### config.mk
export PLATFORM = sky130hd
export DESIGN_NAME = axi_mem_fill
export DESIGN_NICKNAME = d
export VERILOG_FILES = /design/src/rtl/axi_mem_fill.sv
export SDC_FILE = /design/constraint.sdc
export NUM_CORES = 1
export LEC_CHECK = 0
export CAP_MARGIN = 40
export CELL_PAD_IN_SITES_DETAIL_PLACEMENT = 1
export CELL_PAD_IN_SITES_GLOBAL_PLACEMENT = 1
export CORE_MARGIN = 2
export CORE_UTILIZATION = 40
export DETAILED_ROUTE_END_ITERATION = 8
export PLACE_DENSITY = 0.81
export SLEW_MARGIN = 0
export SYNTH_ARGS = -nofsm -noshare
export SYNTH_HDL_FRONTEND = slang
export SYNTH_SLANG_ARGS = --single-unit
export TNS_END_PERCENT = 10
### constraint.sdc
create_clock -name clk -period 8.24 [get_ports clk]
set_clock_uncertainty 0.05 [all_clocks]
set_input_delay 1.648 -clock clk [delete_from_list [all_inputs] [get_ports clk]]
set_output_delay 1.648 -clock clk [all_outputs]
set_load 0.01 [all_outputs]
### src/rtl/axi_mem_fill.sv
// axi_mem_fill - AXI4 write-burst fill engine.
//
// Accepts one fill command (start address, word count, first data word,
// optional per-beat increment). It splits the command into INCR bursts
// that never cross a 4 KB page, then drives AW/W/B with one burst
// outstanding. It reports completion with a single-cycle done pulse and
// a sticky per-command error flag.
//
// Ports:
//   clk, rst             clock, synchronous active-high reset
//   cmd_valid/cmd_ready  command handshake (ready only while idle)
//   cmd_addr             start byte address (sub-word bits ignored)
//   cmd_count            number of data words, 0 = no-op
//   cmd_pattern          first data word
//   cmd_incr             1: data increments per beat, 0: constant
//   busy                 command in progress
//   done                 one-cycle completion pulse
//   err                  any bad bresp/bid seen during the command
//   m_axi_aw*            write address channel
//   m_axi_w*             write data channel
//   m_axi_b*             write response channel
module axi_mem_fill #(
    parameter int DATA_WIDTH    = 32,
    parameter int ADDR_WIDTH    = 16,
    parameter int STRB_WIDTH    = DATA_WIDTH/8,
    parameter int ID_WIDTH      = 12,
    parameter int MAX_BURST_LEN = 16,
    parameter int FILL_ID       = 0
) (
    input  logic                  clk,
    input  logic                  rst,
    input  logic                  cmd_valid,
    output logic                  cmd_ready,
    input  logic [ADDR_WIDTH-1:0] cmd_addr,
    input  logic [ADDR_WIDTH-1:0] cmd_count,
    input  logic [DATA_WIDTH-1:0] cmd_pattern,
    input  logic                  cmd_incr,
    output logic                  busy,
    output logic                  done,
    output logic                  err,
    output logic [ID_WIDTH-1:0]   m_axi_awid,
    output logic [ADDR_WIDTH-1:0] m_axi_awaddr,
    output logic [7:0]            m_axi_awlen,
    output logic [2:0]            m_axi_awsize,
    output logic [1:0]            m_axi_awburst,
    output logic                  m_axi_awvalid,
    input  logic                  m_axi_awready,
    output logic [DATA_WIDTH-1:0] m_axi_wdata,
    output logic [STRB_WIDTH-1:0] m_axi_wstrb,
    output logic                  m_axi_wlast,
    output logic                  m_axi_wvalid,
    input  logic                  m_axi_wready,
    input  logic [ID_WIDTH-1:0]   m_axi_bid,
    input  logic [1:0]            m_axi_bresp,
    input  logic                  m_axi_bvalid,
    output logic                  m_axi_bready
);

    localparam int AWSIZE = $clog2(STRB_WIDTH);
    localparam logic [ADDR_WIDTH-1:0] ADDR_MASK = ~ADDR_WIDTH'(STRB_WIDTH - 1);

    typedef enum logic [1:0] {IDLE, ADDR, DATA, RESP} state_t;

    state_t                state;
    logic [ADDR_WIDTH-1:0] addr_q;
    logic [ADDR_WIDTH-1:0] remaining_q;
    logic [DATA_WIDTH-1:0] data_q;
    logic                  incr_q;
    logic [8:0]            len_q;
    logic [8:0]            beat_q;

    // Beats for the next burst: limited by words left, the burst cap and
    // the room left before the next 4 KB page boundary.
    function automatic logic [8:0] burst_len(input logic [ADDR_WIDTH-1:0] a,
                                             input logic [ADDR_WIDTH-1:0] r);
        int unsigned room;
        int unsigned len;
        room = (32'd4096 - 32'(a[11:0])) >> AWSIZE;
        len  = room;
        if (32'(MAX_BURST_LEN) < len) len = 32'(MAX_BURST_LEN);
        if (32'(r) < len) len = 32'(r);
        return len[8:0];
    endfunction

    logic [ADDR_WIDTH-1:0] cmd_addr_al;
    logic [ADDR_WIDTH-1:0] rem_next;
    logic [ADDR_WIDTH-1:0] addr_next;
    logic [DATA_WIDTH-1:0] data_step;
    logic [8:0]            first_len;
    logic [8:0]            next_len;
    logic                  resp_bad;

    assign cmd_addr_al = cmd_addr & ADDR_MASK;
    assign rem_next    = remaining_q - ADDR_WIDTH'(len_q);
    // Wraps modulo 2^ADDR_WIDTH; a burst never straddles the wrap because
    // it never straddles a 4 KB page.
    assign addr_next   = addr_q + (ADDR_WIDTH'(len_q) << AWSIZE);
    assign data_step   = data_q + DATA_WIDTH'(incr_q);
    assign first_len   = burst_len(cmd_addr_al, cmd_count);
    assign next_len    = burst_len(addr_next, rem_next);
    assign resp_bad    = (m_axi_bresp != 2'b00) || (m_axi_bid != ID_WIDTH'(FILL_ID));

    assign cmd_ready     = (state == IDLE);
    assign m_axi_awid    = ID_WIDTH'(FILL_ID);
    assign m_axi_awsize  = 3'(AWSIZE);
    assign m_axi_awburst = 2'b01;
    assign m_axi_wstrb   = '1;

    // Control state is reset; address/data registers only load when
    // their qualifying control is active, so they are left unreset.
    always_ff @(posedge clk) begin
        if (rst) begin
            state         <= IDLE;
            m_axi_awvalid <= 1'b0;
            m_axi_wvalid  <= 1'b0;
            m_axi_bready  <= 1'b0;
            busy          <= 1'b0;
            done          <= 1'b0;
            err           <= 1'b0;
        end else begin
            done <= 1'b0;
            case (state)
                IDLE: begin
                    if (cmd_valid) begin
                        addr_q      <= cmd_addr_al;
                        remaining_q <= cmd_count;
                        data_q      <= cmd_pattern;
                        incr_q      <= cmd_incr;
                        err         <= 1'b0;
                        if (cmd_count == '0) begin
                            done <= 1'b1;
                        end else begin
                            state         <= ADDR;
                            busy          <= 1'b1;
                            m_axi_awvalid <= 1'b1;
                            m_axi_awaddr  <= cmd_addr_al;
                            len_q         <= first_len;
                            m_axi_awlen   <= 8'(first_len - 9'd1);
                        end
                    end
                end
                ADDR: begin
                    if (m_axi_awready) begin
                        m_axi_awvalid <= 1'b0;
                        beat_q        <= '0;
                        state         <= DATA;
                    end
                end
                DATA: begin
                    // First DATA cycle only loads the first beat; after that
                    // wvalid stays high back-to-back until wlast is taken.
                    if (!m_axi_wvalid) begin
                        m_axi_wvalid <= 1'b1;
                        m_axi_wdata  <= data_q;
                        m_axi_wlast  <= (len_q == 9'd1);
                    end else if (m_axi_wready) begin
                        data_q <= data_step;
                        if (m_axi_wlast) begin
                            m_axi_wvalid <= 1'b0;
                            m_axi_bready <= 1'b1;
                            state        <= RESP;
                        end else begin
                            m_axi_wdata <= data_step;
                            m_axi_wlast <= (beat_q + 9'd2 == len_q);
                            beat_q      <= beat_q + 9'd1;
                        end
                    end
                end
                RESP: begin
                    if (m_axi_bvalid) begin
                        m_axi_bready <= 1'b0;
                        err          <= err | resp_bad;
                        remaining_q  <= rem_next;
                        addr_q       <= addr_next;
                        if (rem_next == '0) begin
                            state <= IDLE;
                            busy  <= 1'b0;
                            done  <= 1'b1;
                        end else begin
                            state         <= ADDR;
                            m_axi_awvalid <= 1'b1;
                            m_axi_awaddr  <= addr_next;
                            len_q         <= next_len;
                            m_axi_awlen   <= 8'(next_len - 9'd1);
                        end
                    end
                end
                default: state <= IDLE;
            endcase
        end
    end

endmodule

==> impl_metrics.env, run 1 <==
export IMPL_synth_top_area_cell="edfxtp_1"
export IMPL_die_height_um=158
export IMPL_p_int_mw=2.20
export IMPL_synthArstFlopShare_pct=0
export IMPL_antenna_left=0
export IMPL_synth_area_leaders="edfxtp_1 (44%), xnor2_1 (6.5%), ha_1 (6.2%), nor2_1 (3.6%), a21oi_1 (3.3%)"
export IMPL_first_pass_iters=5
export IMPL_switching_share_pct=40.5
export IMPL_die_area_sq_um=24900
export IMPL_clk_latency_ns=0.43
export IMPL_post_synth_num_cell_types=77
export IMPL_syn_area_per_cell_sq_um=10.3
export IMPL_wl_per_cell_um=19.0
export IMPL_synth_seq_cells=148
export IMPL_fillCellCount=2583
export IMPL_ys_seq_area_share_pct=46.1
export IMPL_total_leakage_power_nw=4.24
export IMPL_initialDrtViolationCount=374
export IMPL_setup_violations=0
export IMPL_worstPathMaxFanout=6
export IMPL_clkSinkCount=148
export IMPL_met3_length_um=1170
export IMPL_dr_wl_met2_um=13600
export IMPL_routed_wirelength_um=26500
export IMPL_synth_edf_count=140
export IMPL_status="finished clean"
export IMPL_min_path_type="flop to flop"
export IMPL_viasPerCell=5.42
export IMPL_clkSlewWorstSetupHoldPaths_ns=0.07
export IMPL_final_cells=1401
export IMPL_placed_area_sq_um=11200
export IMPL_fp_row_count=56
export IMPL_slew_viol_final=0
export IMPL_drive_gt1_share_pct=7.40
export IMPL_grt_pass1_wl_um=41400
export IMPL_synth_cells=919
export IMPL_die_w_um=158
export IMPL_synth_most_common_cell="edfxtp_1"
export IMPL_tightest_slew_ns=0.644
export IMPL_final_util_pct=50.6
export IMPL_place_gp_congestion=0.879
export IMPL_fin_crit_sh_pct=77.4
export IMPL_dp_hpwl_um=19600
export IMPL_wirelength_met1_um=11400
export IMPL_nets=1202
export IMPL_cp_start_kind="flop"
export IMPL_power_mw=3.70
export IMPL_start_util_pct=40.6
export IMPL_htree_levels=4
export IMPL_end_kind="flop"
export IMPL_boundaryPins=170
export IMPL_antenna_found_initial=2
export IMPL_rsz0062_at_grt="no"
export IMPL_numPortBuffers=146
export IMPL_design_area_sq_um=11800
export IMPL_peakVddDrop_uv=138
export IMPL_core_sq_um=23300
export IMPL_maxCapViolations=0
export IMPL_power_share_clock_pct=21.4
export IMPL_cts_tree="built"
export IMPL_synth_area_sq_um=9460
export IMPL_setup_tns_final_ns=0
export IMPL_grt_max_degree=57
export IMPL_cts_buffer_depth=2
export IMPL_critPathRequiredTime_ns=8.36
export IMPL_clockRootBuffer="clkbuf_16"
export IMPL_track_usage_pct=21.4
export IMPL_timing_fmax_mhz=157
export IMPL_vias=7591
export IMPL_synthFlopType="edfxtp_1"
export IMPL_gr_total_overflow=0
export IMPL_p_per_area_nw_per_um2=313
export IMPL_pwr_share_comb_pct=43.2
export IMPL_post_route_min_period_ns=6.38
export IMPL_synth_common_cells="edfxtp_1 (140), nor2_1 (91), xnor2_1 (70), a21oi_1 (63), nand2_1 (63)"
export IMPL_dp_cells=1368
export IMPL_postCtsSetupBuffers=0
export IMPL_maxSlewHeadroom_pct=57.0
export IMPL_cts_resized=0
export IMPL_worstPathArrival_ns=6.50
export IMPL_cts_hold_buffers=0
export IMPL_synth_top_area_share_pct=44.4
export IMPL_switchingPower_mw=1.50
export IMPL_finalHoldViolCount=0
export IMPL_top_layer="met5"
export IMPL_route_detailed_drc=0
export IMPL_critical_path_class="flop to flop"
export IMPL_first_global_vias=7807
export IMPL_synth_warnings=0
export IMPL_cts_buffers=17
export IMPL_pwr_share_seq_pct=35.5
export IMPL_syn_to_final_growth_pct=24.8
power by group through the flow:
stage	Combinational [mW]	Sequential (mW)	Clock, mW
floorplan	1.05	1.30	0
global placement	1.50	1.31	0
detailed placement	1.57	1.32	0
CTS	1.59	1.31	0.800
global route	1.75	1.34	0.827
finish	1.60	1.31	0.790
flip-flops by register name, summed over array words and instances (netlist names), 2 cells and up:
signal / cells
len_q: 9
m_axi_awaddr: 16
data_q: 32
m_axi_wdata: 32
m_axi_awlen: 8
addr_q: 16
beat_q: 9
state: 2
remaining_q: 16
logic make-up (layout without fill, tap and decap cells):
| logic type | count (synthesis) | in the layout | synth area share (%) |
|---|---|---|---|
| adder cells (fa/ha/maj) | 49 | 49 | 6.64 |
| buffers and inverters | 93 | 226 | 4.69 |
| flip-flops | 148 | 148 | 46.1 |
| AO/OA/AOI/OAI | 185 | 185 | 13.7 |
| multiplexers | 20 | 20 | 2.31 |
| AND/OR/NAND/NOR | 320 | 320 | 17.1 |
| other | 2 | 32 | 0.0794 |
| XOR/XNOR | 102 | 102 | 9.44 |
worst max-delay path, stage by stage, from the launching register on:
cell	delay, ns
edfxtp_1	0.50
ha_1	0.24
inv_1	0.06
fa_1	0.41
nor2b_1	0.24
o21ai_0	0.11
a211oi_1	0.49
o32ai_1	0.29
or3_1	0.43
nor3_1	0.33
ha_1	0.31
and4_1	0.23
a221o_1	0.38
a2111oi_0	0.37
or3b_1	0.53
or2_4	0.32
o311ai_4	0.34
inv_1	0.09
ha_1	0.24
xor2_1	0.18
cell usage in the layout, fill, tap and decap left out, types with 9 or more instances in the layout:
cell             instances
edfxtp_1               140
nand2_1                 63
nand4_1                 17
nand3_1                 27
a21oi_1                 63
xnor2_1                 70
and3_1                  16
clkdlybuf4s50_1        146
buf_4                    9
o21ai_0                 24
clkbuf_16               17
conb_1                  31
or3_1                   16
xor2_1                  32
nor3_1                  19
and2_1                  13
nor2b_1                 15
a21o_1                  13
inv_1                   39
nor4_1                  13
ha_1                    45
nor2_1                  91
mux2_2                  15
routing by layer:
metal | vias to the layer above | track usage [%]
li1 | 3620 | -
met1 | 3746 | 26.6
met2 | 197 | 38.5
met3 | 26 | 3.61
met4 | 2 | 5.11
met5 | - | 0
area by class of cell:
class	instances	area [sq um]	share of cell area, %
Inverter	39	146	1.24
Clock buffer	18	429	3.63
Multi-Input combinational cell	707	4790	40.5
Tap cell	319	399	3.38
Clock inverter	14	156	1.32
Sequential cell	148	4360	36.9
Antenna cell	1	2.50	0.0212
Timing Repair Buffer	155	1530	12.9
final timing paths:
kind / cells past startpoint / end / start / slack [ns]
max: 19 / m_axi_awlen[2] / len_q[0] / 1.86
min: 2 / busy / busy / 0.43
max reg2reg: 19 / m_axi_awlen[2] / len_q[0] / 1.86
min reg2reg: 2 / busy / busy / 0.43
metrics by stage:
step                hold WS, ns  worst slack (ns)
floorplan                 0.443             0.754
global placement          0.418              1.80
detailed placement        0.427              1.75
CTS                       0.437              1.98
global route              0.465              1.63
finish                    0.433              1.86
No activity file was read; power rests on OpenSTA's default activity.
==> run 2, diff against run 1 <==
--- a/config.mk
+++ b/config.mk
@@ -9,7 +9,7 @@
 export CELL_PAD_IN_SITES_DETAIL_PLACEMENT = 1
 export CELL_PAD_IN_SITES_GLOBAL_PLACEMENT = 1
 export CORE_MARGIN = 2
-export CORE_UTILIZATION = 40
+export CORE_UTILIZATION = 38
 export DETAILED_ROUTE_END_ITERATION = 8
 export PLACE_DENSITY = 0.81
 export SLEW_MARGIN = 0
==> constraint.sdc (replaced) <==
create_clock -name clk -period 5.3 [get_ports clk]
set_clock_uncertainty 0.05 [all_clocks]
set_input_delay 1.06 -clock clk [delete_from_list [all_inputs] [get_ports clk]]
set_output_delay 1.06 -clock clk [all_outputs]
set_load 0.01 [all_outputs]
==> run 2 against run 1 <==
- the run now ends with negative setup slack left
- register-to-register slack worse by 2.2 ns
- count of clock-buffer cells in the layout decreased by 1
- routed wire length grew 18%
- first-iteration DRC count grew 62%
- global-route usage increased by 1.2 points
- critical path type unchanged
- setup slack lost 2.2 ns
- die area up 5.1%
- via count up 9.1%
- sequential share of layout area decreased by 3.1 points
- fmax increased by 14%
- largest cell class unchanged
- cell area increased by 9.3%
- combinational power rose by 100%
- highest routed layer is now met4
==> impl_metrics.env, run 2 (synthesis gave the netlist of run 1 again) <==
export IMPL_seq_area_sq_um=4360
export IMPL_gr_total_overflow=0
export IMPL_syn_to_final_growth_pct=36.4
export IMPL_dp_hpwl_um=20300
export IMPL_htree_levels=4
export IMPL_route_detailed_drc=0
export IMPL_fin_crit_sh_pct=106
export IMPL_critPathMostFrequentCell="buf_4"
export IMPL_finalWorstSetupSlack_ns=-0.313
export IMPL_drive_gt1_share_pct=18.4
export IMPL_n_antenna_cell=0
export IMPL_worst_path_max_delay_cell="edfxtp_1"
export IMPL_maxSlewHeadroom_pct=43.8
export IMPL_wl_per_cell_um=20.9
export IMPL_grt_pass1_wl_um=46500
export IMPL_multi_input_area_sq_um=5140
export IMPL_met3_length_um=1760
export IMPL_wirelength_met1_um=12400
export IMPL_maxCapViolations=0
export IMPL_setup_tns_final_ns=-2.15
export IMPL_total_leakage_power_nw=4.82
export IMPL_place_gp_congestion=0.857
export IMPL_antenna_found_initial=0
export IMPL_violations="negative setup slack"
export IMPL_cts_tree="built"
export IMPL_die_w_um=162
export IMPL_critical_path_max_stage_delay_ns=0.51
export IMPL_clkSlewWorstSetupHoldPaths_ns=0.07
export IMPL_first_pass_iters=5
export IMPL_die_height_um=162
export IMPL_start_util_pct=38.8
export IMPL_fillCellCount=2676
export IMPL_hold_depth=2
export IMPL_placed_area_sq_um=11800
export IMPL_track_usage_pct=22.6
export IMPL_min_path_type="flop to flop"
export IMPL_clockRootBuffer="clkbuf_16"
export IMPL_final_cell_mix="clkdlybuf4s50_1 (146), edfxtp_1 (140), buf_4 (98)"
export IMPL_core_sq_um=24400
export IMPL_viasPerCell=5.53
export IMPL_worstPathArrival_ns=5.73
export IMPL_rsz0062_at_grt="yes"
export IMPL_initialDrtViolationCount=607
export IMPL_clk_latency_ns=0.44
export IMPL_peakVddDrop_uv=187
export IMPL_cp_start_kind="flop"
export IMPL_die_area_sq_um=26200
export IMPL_cts_buffers=17
export IMPL_numPortBuffers=146
export IMPL_tightest_slew_ns=0.843
export IMPL_worstPathMaxFanout=5
export IMPL_critical_path_class="flop to flop"
export IMPL_p_per_area_nw_per_um2=508
export IMPL_timing_fmax_mhz=178
export IMPL_final_cells=1498
export IMPL_setup_violations=11
export IMPL_critPathRequiredTime_ns=5.42
export IMPL_vias=8279
export IMPL_clkSinkCount=148
export IMPL_dr_wl_met2_um=16200
export IMPL_end_kind="flop"
export IMPL_fp_row_count=57
export IMPL_finalHoldViolCount=0
export IMPL_routed_wirelength_um=31300
export IMPL_power_mw=6.56
export IMPL_reg_top3="data_q (32), m_axi_wdata (32)"
export IMPL_slew_viol_final=0
export IMPL_cp_cell_sequence="inv_2 > fa_2 > buf_6 > xnor2_4 > nand4b_1 > nor3_4 > o32ai_4 > nor4_4 > buf_4 > nand2_4 > ha_4 > a21o_1 > a21o_1 > a221o_1 > a2111oi_2 > or3b_4 > or2_4 > buf_4 > nor2_4 > buf_4 > a22oi_1 > inv_1 > xnor2_1"
export IMPL_nets=1295
export IMPL_top_layer="met4"
export IMPL_grt_max_degree=56
export IMPL_boundaryPins=170
export IMPL_dp_cells=1452
export IMPL_status="finished, violations left"
export IMPL_ff2ff_path_depth=23
export IMPL_antenna_left=0
export IMPL_first_global_vias=8487
export IMPL_cts_buffer_depth=2
export IMPL_cts_hold_buffers=0
export IMPL_post_route_min_period_ns=5.61
export IMPL_design_area_sq_um=12900
export IMPL_final_common_cell="clkdlybuf4s50_1"
[run 2: cell types whose count changed in the layout (fill, tap and decap cells not counted), moves of 3 or more]
cell,delta
nand2_1,-3
ha_1,-8
buf_4,+89
inv_2,+3
buf_6,+4
nor3_2,+3
a22o_1,-3
nor2b_1,-3
inv_1,-3
nor3_1,-5
a22o_4,+3
ha_4,+7
a211oi_4,+3
[run 2: metrics by stage]
stage / setup WS [ns] / util, % / hold WS [ns]
after floorplan: -0.0204 / - / 0.443
after global placement: -0.282 / 48.5 / 0.423
after detailed placement: -0.507 / 48.5 / 0.434
after CTS: -0.0197 / 52.1 / 0.443
after global routing: -0.448 / 52.9 / 0.492
final: -0.313 / 52.9 / 0.456
[run 2: worst max-delay path, delay by kind of cell, from the launching register on]
family / cells / cell delay, ns
DFF: 1 / 0.51
AOI/OAI and AO/OA: 6 / 1.28
buffers and inverters: 6 / 0.91
adders and majority gates: 2 / 0.57
xor gates and xnor gates: 2 / 0.27
and+or+nand+nor: 7 / 1.73
[run 2: layout make-up]
type | count | area share, %
clock buffers | 17 | 3.29
clock inverters | 15 | 1.44
inverters | 39 | 1.13
multi-input cells | 707 | 39.8
flip-flops and latches | 148 | 33.8
well taps | 324 | 3.14
repair buffers | 248 | 17.4
[run 2: worst paths after layout]
| kind | slack (ns) | startpoint | end |
|---|---|---|---|
| max reg2reg | -0.31 | len_q[1] | m_axi_awlen[5] |
| min | 0.46 | busy | busy |
| min reg2reg | 0.46 | busy | busy |
| max | -0.31 | len_q[1] | m_axi_awlen[5] |
[run 2: repair_timing]
| action | 4_1_cts | 5_1_grt |
|---|---|---|
| resized for setup | 37 | 27 |
| buffers inserted | 10 | 4 |
| pin swaps | 20 | 19 |
| setup endpoints to repair | 17 | 15 |
[run 2: where the power goes]
| group | internal (mW) | switching, mW |
|---|---|---|
| Combinational | 1.40 | 1.84 |
| Sequential | 1.75 | 0.276 |
| Clock | 0.719 | 0.580 |
[run 2: metal layers]
layer / vias up / GRT usage [%]
li1: 3802 / -
met1: 4094 / 27.6
met2: 327 / 40.3
met3: 56 / 3.73
met4: 0 / 7.72
met5: - / 0
